--- src/rtl/poly_disp_pkg.sv ---
// Shared polyphony display bus layout and scan FSM states, used by the
// voice packers and the poly_scan reader.
package poly_disp_pkg;
  localparam int SLOTS     = 16;
  localparam int SLOT_W    = 16;
  localparam int BUS_W     = SLOTS * SLOT_W;
  localparam int CNT_W     = 4;
  localparam int NOTE_BASE = 36;
  localparam int NOTE_LSB  = 0;
  localparam int NOTE_W    = 7;
  localparam int ON_BIT    = 9;

  typedef enum logic [1:0] {
    ST_IDLE,
    ST_LOAD,
    ST_EMIT,
    ST_DONE
  } scan_state_e;
endpackage

--- src/rtl/poly_slot_dec.sv ---
// Combinational decode of one display slot into note-on and the restored
// MIDI note (stored offset plus NOTE_BASE, wrapping at 7 bits).
module poly_slot_dec
  import poly_disp_pkg::*;
(
  input  logic [SLOT_W-1:0] slot,
  output logic              on,
  output logic [NOTE_W-1:0] note
);
  logic unused_bits;

  assign on   = slot[ON_BIT];
  assign note = slot[NOTE_LSB +: NOTE_W] + NOTE_W'(NOTE_BASE);

  // Spare slot bits are reserved by the packers.
  assign unused_bits = ^{slot[SLOT_W-1:ON_BIT+1], slot[ON_BIT-1:NOTE_W]};
endmodule

--- src/rtl/poly_scan.sv ---
// Snapshots the 256-bit polyphony display bus on start and walks its 16 slots,
// emitting one note event per slot on a valid/ready stream.
// Define POLY_SCAN_DELTA_EN to emit only slots that changed since the last scan.
module poly_scan
  import poly_disp_pkg::*;
(
  input  logic              clk,
  input  logic              reset,
  input  logic              start,
  input  logic [BUS_W-1:0]  pd_in,
  output logic              busy,
  output logic              evt_valid,
  input  logic              evt_ready,
  output logic [CNT_W-1:0]  evt_slot,
  output logic [2:0]        evt_voice,
  output logic              evt_ch,
  output logic [NOTE_W-1:0] evt_note,
  output logic              evt_on,
  output logic              done
);
  scan_state_e                   state;
  logic [SLOTS-1:0][SLOT_W-1:0]  snap;
  logic [CNT_W-1:0]              cnt;
  logic [SLOT_W-1:0]             cur_slot;
  logic                          dec_on;
  logic [NOTE_W-1:0]             dec_note;
  logic                          emit_slot;
  logic                          last_slot;

  assign cur_slot  = snap[cnt];
  assign last_slot = (cnt == CNT_W'(SLOTS-1));

  poly_slot_dec u_dec (
    .slot (cur_slot),
    .on   (dec_on),
    .note (dec_note)
  );

`ifdef POLY_SCAN_DELTA_EN
  logic [SLOTS-1:0][NOTE_W:0] hist;
  assign emit_slot = ({dec_on, cur_slot[NOTE_LSB +: NOTE_W]} != hist[cnt]);
`else
  assign emit_slot = 1'b1;
`endif

  always_ff @(posedge clk) begin
    if (reset) begin
      state     <= ST_IDLE;
      snap      <= '0;
      cnt       <= '0;
      busy      <= 1'b0;
      evt_valid <= 1'b0;
      evt_slot  <= '0;
      evt_voice <= '0;
      evt_ch    <= 1'b0;
      evt_note  <= '0;
      evt_on    <= 1'b0;
      done      <= 1'b0;
`ifdef POLY_SCAN_DELTA_EN
      hist      <= '0;
`endif
    end else begin
      done <= 1'b0;
      case (state)
        ST_IDLE: begin
          if (start) begin
            snap  <= pd_in;
            cnt   <= '0;
            busy  <= 1'b1;
            state <= ST_LOAD;
          end
        end
        ST_LOAD: begin
          evt_slot  <= cnt;
          evt_voice <= cnt[CNT_W-1:1];
          evt_ch    <= cnt[0];
          evt_note  <= dec_note;
          evt_on    <= dec_on;
`ifdef POLY_SCAN_DELTA_EN
          hist[cnt] <= {dec_on, cur_slot[NOTE_LSB +: NOTE_W]};
`endif
          if (emit_slot) begin
            evt_valid <= 1'b1;
            state     <= ST_EMIT;
          end else begin
            cnt   <= cnt + 1'b1;
            state <= last_slot ? ST_DONE : ST_LOAD;
          end
        end
        ST_EMIT: begin
          // evt_* stay frozen here until the consumer takes the event.
          if (evt_ready) begin
            evt_valid <= 1'b0;
            cnt       <= cnt + 1'b1;
            state     <= last_slot ? ST_DONE : ST_LOAD;
          end
        end
        ST_DONE: begin
          done  <= 1'b1;
          busy  <= 1'b0;
          state <= ST_IDLE;
        end
        default: state <= ST_IDLE;
      endcase
    end
  end
endmodule

--- config.mk ---
export PLATFORM = sky130hd
export DESIGN_NAME = poly_scan
export DESIGN_NICKNAME = d
export VERILOG_FILES = /design/src/rtl/poly_disp_pkg.sv /design/src/rtl/poly_slot_dec.sv /design/src/rtl/poly_scan.sv
export SDC_FILE = /design/constraint.sdc
export NUM_CORES = 1
export LEC_CHECK = 0
export CAP_MARGIN = 20
export CORE_UTILIZATION = 65
export CTS_BUF_LIST = sky130_fd_sc_hd__clkbuf_8
export DETAILED_ROUTE_END_ITERATION = 16
export DONT_BUFFER_PORTS = 1
export GPL_TIMING_DRIVEN = 0
export HOLD_SLACK_MARGIN = 0.02
export PLACE_DENSITY = 0.81
export SYNTH_ARGS = -nofsm -noshare
export SYNTH_HDL_FRONTEND = slang
export SYNTH_HIERARCHICAL = 1
export SYNTH_SLANG_ARGS = --single-unit
--- constraint.sdc ---
create_clock -name clk -period 2.5 [get_ports clk]
set_input_delay 0.125 -clock clk [delete_from_list [all_inputs] [get_ports clk]]
set_output_delay 0.125 -clock clk [all_outputs]
set_load 0.01 [all_outputs]
==> results.sh, run 1 <==
export IMPL_outcome="finished, final reports clean"
export IMPL_slew_headroom=0.519
export IMPL_crit_type="register to register"
export IMPL_drc_errors=0
export IMPL_grtUsageTotal=0.435
export IMPL_rsz0062_at_grt="no"
export IMPL_gr_total_overflow=0
export IMPL_cts_buffers=17
export IMPL_cellPowerDensity_nw_per_um2=643
export IMPL_slowest_stage="mux4_2"
export IMPL_drt_iter0_drc=710
export IMPL_finalMaxSlewViolations=0
export IMPL_cp_max_fo=9
export IMPL_final_setup_viol_count=0
export IMPL_crit_arrival_ps=2810
export IMPL_multi_input_area_um2=2960
export IMPL_cp_top_family="multiplexers"
export IMPL_start_util=0.674
export IMPL_die_h_um=103
export IMPL_cts_setup_buffers=0
export IMPL_syn_inst=821
export IMPL_htreeDepth=4
export IMPL_antenna_found_initial=1
export IMPL_grt_pass1_vias=6817
export IMPL_io_buffers=0
export IMPL_grt_pass1_wl_mm=33.9
export IMPL_hold_class="primary input to register"
export IMPL_dp_cells=954
export IMPL_grt_start_max_net_pins=17
export IMPL_cts_tree="yes"
export IMPL_finalWirelength_mm=22.9
export IMPL_fmax_ghz=0.411
export IMPL_coreArea_um2=9820
export IMPL_fp_row_count=36
export IMPL_grt_util_met3=0.117
export IMPL_timing_final_crit_period_ps=2430
export IMPL_fin_crit_sh=0.973
export IMPL_endpoint_kind="register"
export IMPL_p_leak_nw=3.25
export IMPL_maxCapViolCount=0
export IMPL_clock_sinks=149
export IMPL_insertion_delay_ps=450
export IMPL_avgRoutedWirePerCell_um=20.6
export IMPL_required_ps=2880
export IMPL_antenna_left=0
export IMPL_seq_area_um2=2980
export IMPL_die_w_um=103
export IMPL_globalRoute_busiestLayer="met2"
export IMPL_syn_avg_cell_area_um2=8.06
export IMPL_firstDrtPassIters=6
export IMPL_die_area_um2=10600
export IMPL_fin_skew_ps=11.8
export IMPL_dp_hpwl_mm=13.6
export IMPL_routabilityCongestion=0.891
export IMPL_worst_slew_pin_slew_ps=721
export IMPL_ys_warnings_count=6
export IMPL_vdd_drop_max_mv=0.387
export IMPL_drive_above_1_share=0.126
export IMPL_synth_fp_nets=1083
export IMPL_use_met1=0.497
export IMPL_power_total_mw=5.46
export IMPL_crit_chain="buf_6 > buf_6 > mux4_2 > a22oi_1 > nand2_1 > ha_1 > a21oi_2 > xnor2_1 > nand2_1 > a21oi_1"
export IMPL_clk_pin_slew_worst_paths_ps=80
export IMPL_slowest_delay_ps=530
export IMPL_globalRouteMet2Util=0.743
export IMPL_finalSetupTns_ps=0
export IMPL_clock_path_buffers=2
export IMPL_avgViaCountPerCell=6.18
export IMPL_start_kind="register"
export IMPL_path_buf_inv=2
export IMPL_io_pins=279
export IMPL_hold_slack_ps=126
export IMPL_clockRootBuffer="clkbuf_8"
export IMPL_layoutNonFillerInstCount=1114
export IMPL_final_nets=1231
export IMPL_syn_to_final_growth_pct=28.4
export IMPL_synthesis_area_um2=6620
export IMPL_hold_viol_final=0
export IMPL_fillers=486
export IMPL_vias=6881
## placed cells by master (no fill, tap or decap), types with 8 or more instances in the layout
master	n
a221oi_1	15
buf_6	8
clkbuf_1	44
nand2_1	293
a21oi_1	143
dlygate4sd3_1	129
buf_4	29
mux4_2	16
dfxtp_1	149
clkbuf_8	18
mux2i_1	33
a22oi_1	9
o21ai_0	9
nor2_1	8
buf_2	40
## timing repair
item / 4_1_cts / 5_1_grt
endpoints found under the setup margin: 0 / 1
resized for setup: 0 / 2
endpoints found under the hold margin: 129 / 0
hold buffers: 129 / 0
## flip-flops by register name (all words and copies together), names as in the netlist
signal     flops
state          2
evt_voice      1
cnt            4
evt_on         1
evt_note       7
evt_valid      1
evt_slot       3
snap         128
done           1
busy           1
## worst reg2reg max path: stages, from the launching register on
cell,delay (ps)
dfxtp_1,360
buf_6,170
buf_6,180
mux4_2,530
a22oi_1,190
nand2_1,140
ha_1,260
a21oi_2,140
xnor2_1,140
nand2_1,110
a21oi_1,160
## where the power goes
group	internal (mW)	switching [mW]
logic	0.380	0.467
registers	2.52	0.109
clock network	1.09	0.896
total	3.99	1.47
## metal layers
layer,routed length (µm),part of all wire,vias to the layer above
li1,-,-,2982
met3,2500,0.11,144
met1,8240,0.36,3214
met2,10900,0.47,541
met4,1320,0.057,0
met5,0,0,-
## through the flow
step	util	setup slack [ps]	area, µm²
after CTS	0.865	123	8490
after global routing	0.866	5.24	8500
final	0.866	68.2	8500
after floorplan	-	449	6620
after global placement	0.691	173	6790
after detailed placement	0.691	138	6790
## final timing paths
| check | startpoint | to | slack, ps | cells past startpoint |
|---|---|---|---|---|
| worst min-delay path | reset | evt_slot[1] | 130 | 3 |
| worst max register to register | cnt[0] | evt_note[6] | 70 | 10 |
| worst min register to register | snap[6] | snap[6] | 460 | 2 |
| worst max-delay path | cnt[0] | evt_note[6] | 70 | 10 |
## final cells by class
class | count | share of cell area
multi-input cells | 548 | 0.349
repair buffers | 129 | 0.152
inverters | 2 | 0.000883
flip-flops and latches | 149 | 0.351
diodes | 1 | 0.000294
clock buffers | 18 | 0.0291
well taps | 133 | 0.0196
plain buffers | 122 | 0.0796
clock inverters | 12 | 0.0194
No activity file was read; power rests on OpenSTA's default activity.
==> run 2, diff against run 1 <==
--- a/config.mk
+++ b/config.mk
@@ -6,14 +6,14 @@
 export NUM_CORES = 1
 export LEC_CHECK = 0
 export CAP_MARGIN = 20
-export CORE_UTILIZATION = 65
+export CORE_AREA = 2 2 107 109
 export CTS_BUF_LIST = sky130_fd_sc_hd__clkbuf_8
 export DETAILED_ROUTE_END_ITERATION = 16
+export DIE_AREA = 0 0 109 111
 export DONT_BUFFER_PORTS = 1
 export GPL_TIMING_DRIVEN = 0
 export HOLD_SLACK_MARGIN = 0.02
-export PLACE_DENSITY = 0.81
+export PLACE_DENSITY = 0.77
 export SYNTH_ARGS = -nofsm -noshare
 export SYNTH_HDL_FRONTEND = slang
-export SYNTH_HIERARCHICAL = 1
 export SYNTH_SLANG_ARGS = --single-unit
==> constraint.sdc (replaced) <==
create_clock -name clk -period 2.1 [get_ports clk]
set_input_delay 0.105 -clock clk [delete_from_list [all_inputs] [get_ports clk]]
set_output_delay 0.105 -clock clk [all_outputs]
set_load 0.01 [all_outputs]
==> run 2 against run 1 <==
  * The flow now finishes with violations (setup timing)
  * Final cell count is 4.5% lower
  * Utilization is 9.9 points lower
  * Sequential power is 19% higher
  * Sequential share of layout area is 0.12 points higher
  * Combinational power is 13% higher
  * Area after synthesis is 3.7% lower
  * Fmax is 12% lower
  * Clock skew is 2.7 ps lower
  * Synthesized cell count is 9.1% lower
  * Worst setup slack worse by 740 ps
  * Count of clock-buffer cells in the layout stayed put
  * Die area is 14% higher
  * Critical path type unchanged
  * Highest routed layer unchanged
==> results.sh, run 2 <==
export IMPL_p_comb_frac=0.154
export IMPL_seq_area_um2=2990
export IMPL_ys_seq_area_frac=0.468
export IMPL_path_depth=10
export IMPL_start_util=0.576
export IMPL_clkPwrFrac=0.341
export IMPL_drt_iter0_drc=734
export IMPL_die_h_um=111
export IMPL_clock_path_buffers=2
export IMPL_p_leak_nw=3.18
export IMPL_p_int_mw=4.48
export IMPL_dp_hpwl_mm=15.0
export IMPL_routabilityCongestion=0.956
export IMPL_slowest_stage="mux4_2"
export IMPL_ys_warnings_count=0
export IMPL_synth_most_common_cell="nand2_1"
export IMPL_rsz0062_at_grt="yes"
export IMPL_layoutNonFillerInstCount=1064
export IMPL_drc_errors=0
export IMPL_layout_commonest_cell="nand2_1"
export IMPL_synthesis_area_um2=6370
export IMPL_avgViaCountPerCell=6.16
export IMPL_finalWirelength_mm=23.8
export IMPL_power_total_mw=6.21
export IMPL_synthDominantCellAreaShare=0.468
export IMPL_reg_top3="snap: 128 flops, evt_note: 7 flops, cnt: 4 flops"
export IMPL_async_flop_share=0
export IMPL_fmax_ghz=0.361
export IMPL_ff2ff_path_depth=10
export IMPL_cts_buffers=17
export IMPL_path_common_cell="buf_12"
export IMPL_synth_fp_nets=1008
export IMPL_syn_avg_cell_area_um2=8.55
export IMPL_syn_inst=746
export IMPL_ys_top_cells_by_area="dfxtp_1, nand2_1, a21oi_1, mux4_2, clkbuf_1"
export IMPL_antenna_left=0
export IMPL_die_w_um=109
export IMPL_clockRootBuffer="clkbuf_8"
export IMPL_layout_common_cells="nand2_1, dfxtp_1, a21oi_1, dlygate4sd3_1, clkbuf_1"
export IMPL_syn_to_final_growth_pct=33.2
export IMPL_vias=6557
export IMPL_worst_slew_pin_slew_ps=683
export IMPL_synth_main_ff_cell="dfxtp_1"
export IMPL_antenna_found_initial=2
export IMPL_fp_row_count=39
export IMPL_die_area_um2=12100
export IMPL_required_ps=2460
export IMPL_fin_ws_ps=-673
export IMPL_slew_headroom=0.545
export IMPL_insertion_delay_ps=440
export IMPL_grt_start_max_net_pins=17
export IMPL_fin_crit_sh=1.32
export IMPL_clk_pin_slew_worst_paths_ps=80
export IMPL_io_pins=279
export IMPL_final_setup_viol_count=5
export IMPL_crit_type="register to register"
export IMPL_endpoint_kind="register"
export IMPL_synth_top_cell_by_area="dfxtp_1"
export IMPL_outcome="finished, violations left"
export IMPL_slowest_delay_ps=560
export IMPL_whs_path_depth=3
export IMPL_coreArea_um2=11100
export IMPL_cellPowerDensity_nw_per_um2=731
export IMPL_multi_input_area_um2=3120
export IMPL_avgRoutedWirePerCell_um=22.4
export IMPL_cp_max_fo=7
export IMPL_io_buffers=0
export IMPL_fin_area_um2=8490
export IMPL_cp_top_family="compound AO/OA/AOI/OAI gates"
export IMPL_violations="setup timing"
export IMPL_synth_edf_count=0
export IMPL_largest_register_ffs=128
export IMPL_post_dp_cell_area_um2=6580
export IMPL_synthDistinctLibCells=44
export IMPL_crit_chain="buf_12 > buf_12 > mux4_2 > a22oi_2 > nand2_2 > ha_4 > and2_1 > a32o_1 > o311a_1 > nor4_2"
export IMPL_fillers=752
export IMPL_finalSetupTns_ps=-1720
export IMPL_vdd_drop_max_mv=0.534
export IMPL_hold_viol_final=0
export IMPL_grt_pass1_vias=6605
export IMPL_maxCapViolCount=0
export IMPL_cts_tree="yes"
export IMPL_ff2ff_setup_slack_ps=-670
export IMPL_finalMaxSlewViolations=0
export IMPL_htreeDepth=4
export IMPL_final_nets=1172
export IMPL_grt_pass1_wl_mm=35.0
export IMPL_path_buf_inv=2
export IMPL_crit_arrival_ps=3140
export IMPL_fin_skew_ps=9.08
export IMPL_hold_slack_ps=204
export IMPL_hold_class="primary input to register"
export IMPL_ys_ff_latch=149
export IMPL_gr_total_overflow=0
export IMPL_registers_top_by_ff_count="snap"
export IMPL_start_kind="register"
export IMPL_switching_power_mw=1.73
export IMPL_dp_cells=889
export IMPL_clock_sinks=149
export IMPL_ys_top_cells_by_count="nand2_1, dfxtp_1, a21oi_1"
export IMPL_drive_above_1_share=0.138
export IMPL_power_frac_seq=0.504
export IMPL_firstDrtPassIters=8
export IMPL_timing_final_crit_period_ps=2770
export IMPL_grtUsageTotal=0.392
export IMPL_switching_share=0.279
run 2: kinds of logic (layout without fill, tap and decap cells):
logic type	count (synthesis)	count (layout)	synth area share
XOR/XNOR	2	2	0.00275
buffers and inverters	67	241	0.0563
flip-flops	149	149	0.468
AND/OR/NAND/NOR	314	314	0.195
adder cells (fa/ha/maj)	2	2	0.00392
other	0	1	0
multiplexers	47	47	0.135
AO/OA/AOI/OAI	165	165	0.139
run 2: worst paths after layout:
path / startpoint / to
setup / recovery: cnt[0] / evt_note[6]
hold / removal: start / busy
setup reg to reg: cnt[0] / evt_note[6]
hold reg to reg: snap[21] / snap[21]
run 2: worst reg2reg max path, stage by stage, from the launching register on:
cell and delay, ps:
dfxtp_4 440, buf_12 160, buf_12 150, mux4_2 570
a22oi_2 210, nand2_2 100, ha_4 180, and2_1 140
a32o_1 220, o311a_1 320, nor4_2 200
run 2: final cells by class:
| cell class | instances | share of cell area |
|---|---|---|
| Antenna cell | 1 | 0.000295 |
| Buffer | 64 | 0.0432 |
| Clock buffer | 18 | 0.0292 |
| Clock inverter | 11 | 0.0134 |
| Inverter | 2 | 0.00250 |
| Multi-Input combinational cell | 530 | 0.368 |
| Sequential cell | 149 | 0.352 |
| Tap cell | 143 | 0.0211 |
| Timing Repair Buffer | 146 | 0.171 |
run 2: power by group through the flow:
stage / registers [mW] / clock network [mW] / logic [mW]
detailed placement: 3.18 / 0 / 0.657
CTS: 3.12 / 2.09 / 0.879
global route: 3.14 / 2.21 / 1.02
global placement: 3.17 / 0 / 0.635
floorplan: 3.13 / 0 / 0.482
finish: 3.13 / 2.12 / 0.957
run 2: per-layer routing:
metal / routed length, µm / GRT usage / up-vias
met3: 2550 / 0.0923 / 111
met4: 1260 / 0.198 / 0
met5: 0 / 0 / -
met2: 11400 / 0.645 / 535
met1: 8560 / 0.474 / 3069
li1: - / - / 2842
run 2: repair_timing:
item / CTS / global route
setup endpoints to repair: 107 / 76
endpoints found under the hold margin: 134 / 0
buffers inserted: 8 / 7
hold buffers: 131 / 0
gates resized for setup: 25 / 28
pin swaps: 9 / 4
run 2: metrics by stage:
step | util | setup slack (ps)
global placement | 0.594 | -859
CTS | 0.759 | -662
detailed placement | 0.594 | -827
floorplan | - | -454
global route | 0.767 | -709
finish | 0.767 | -673
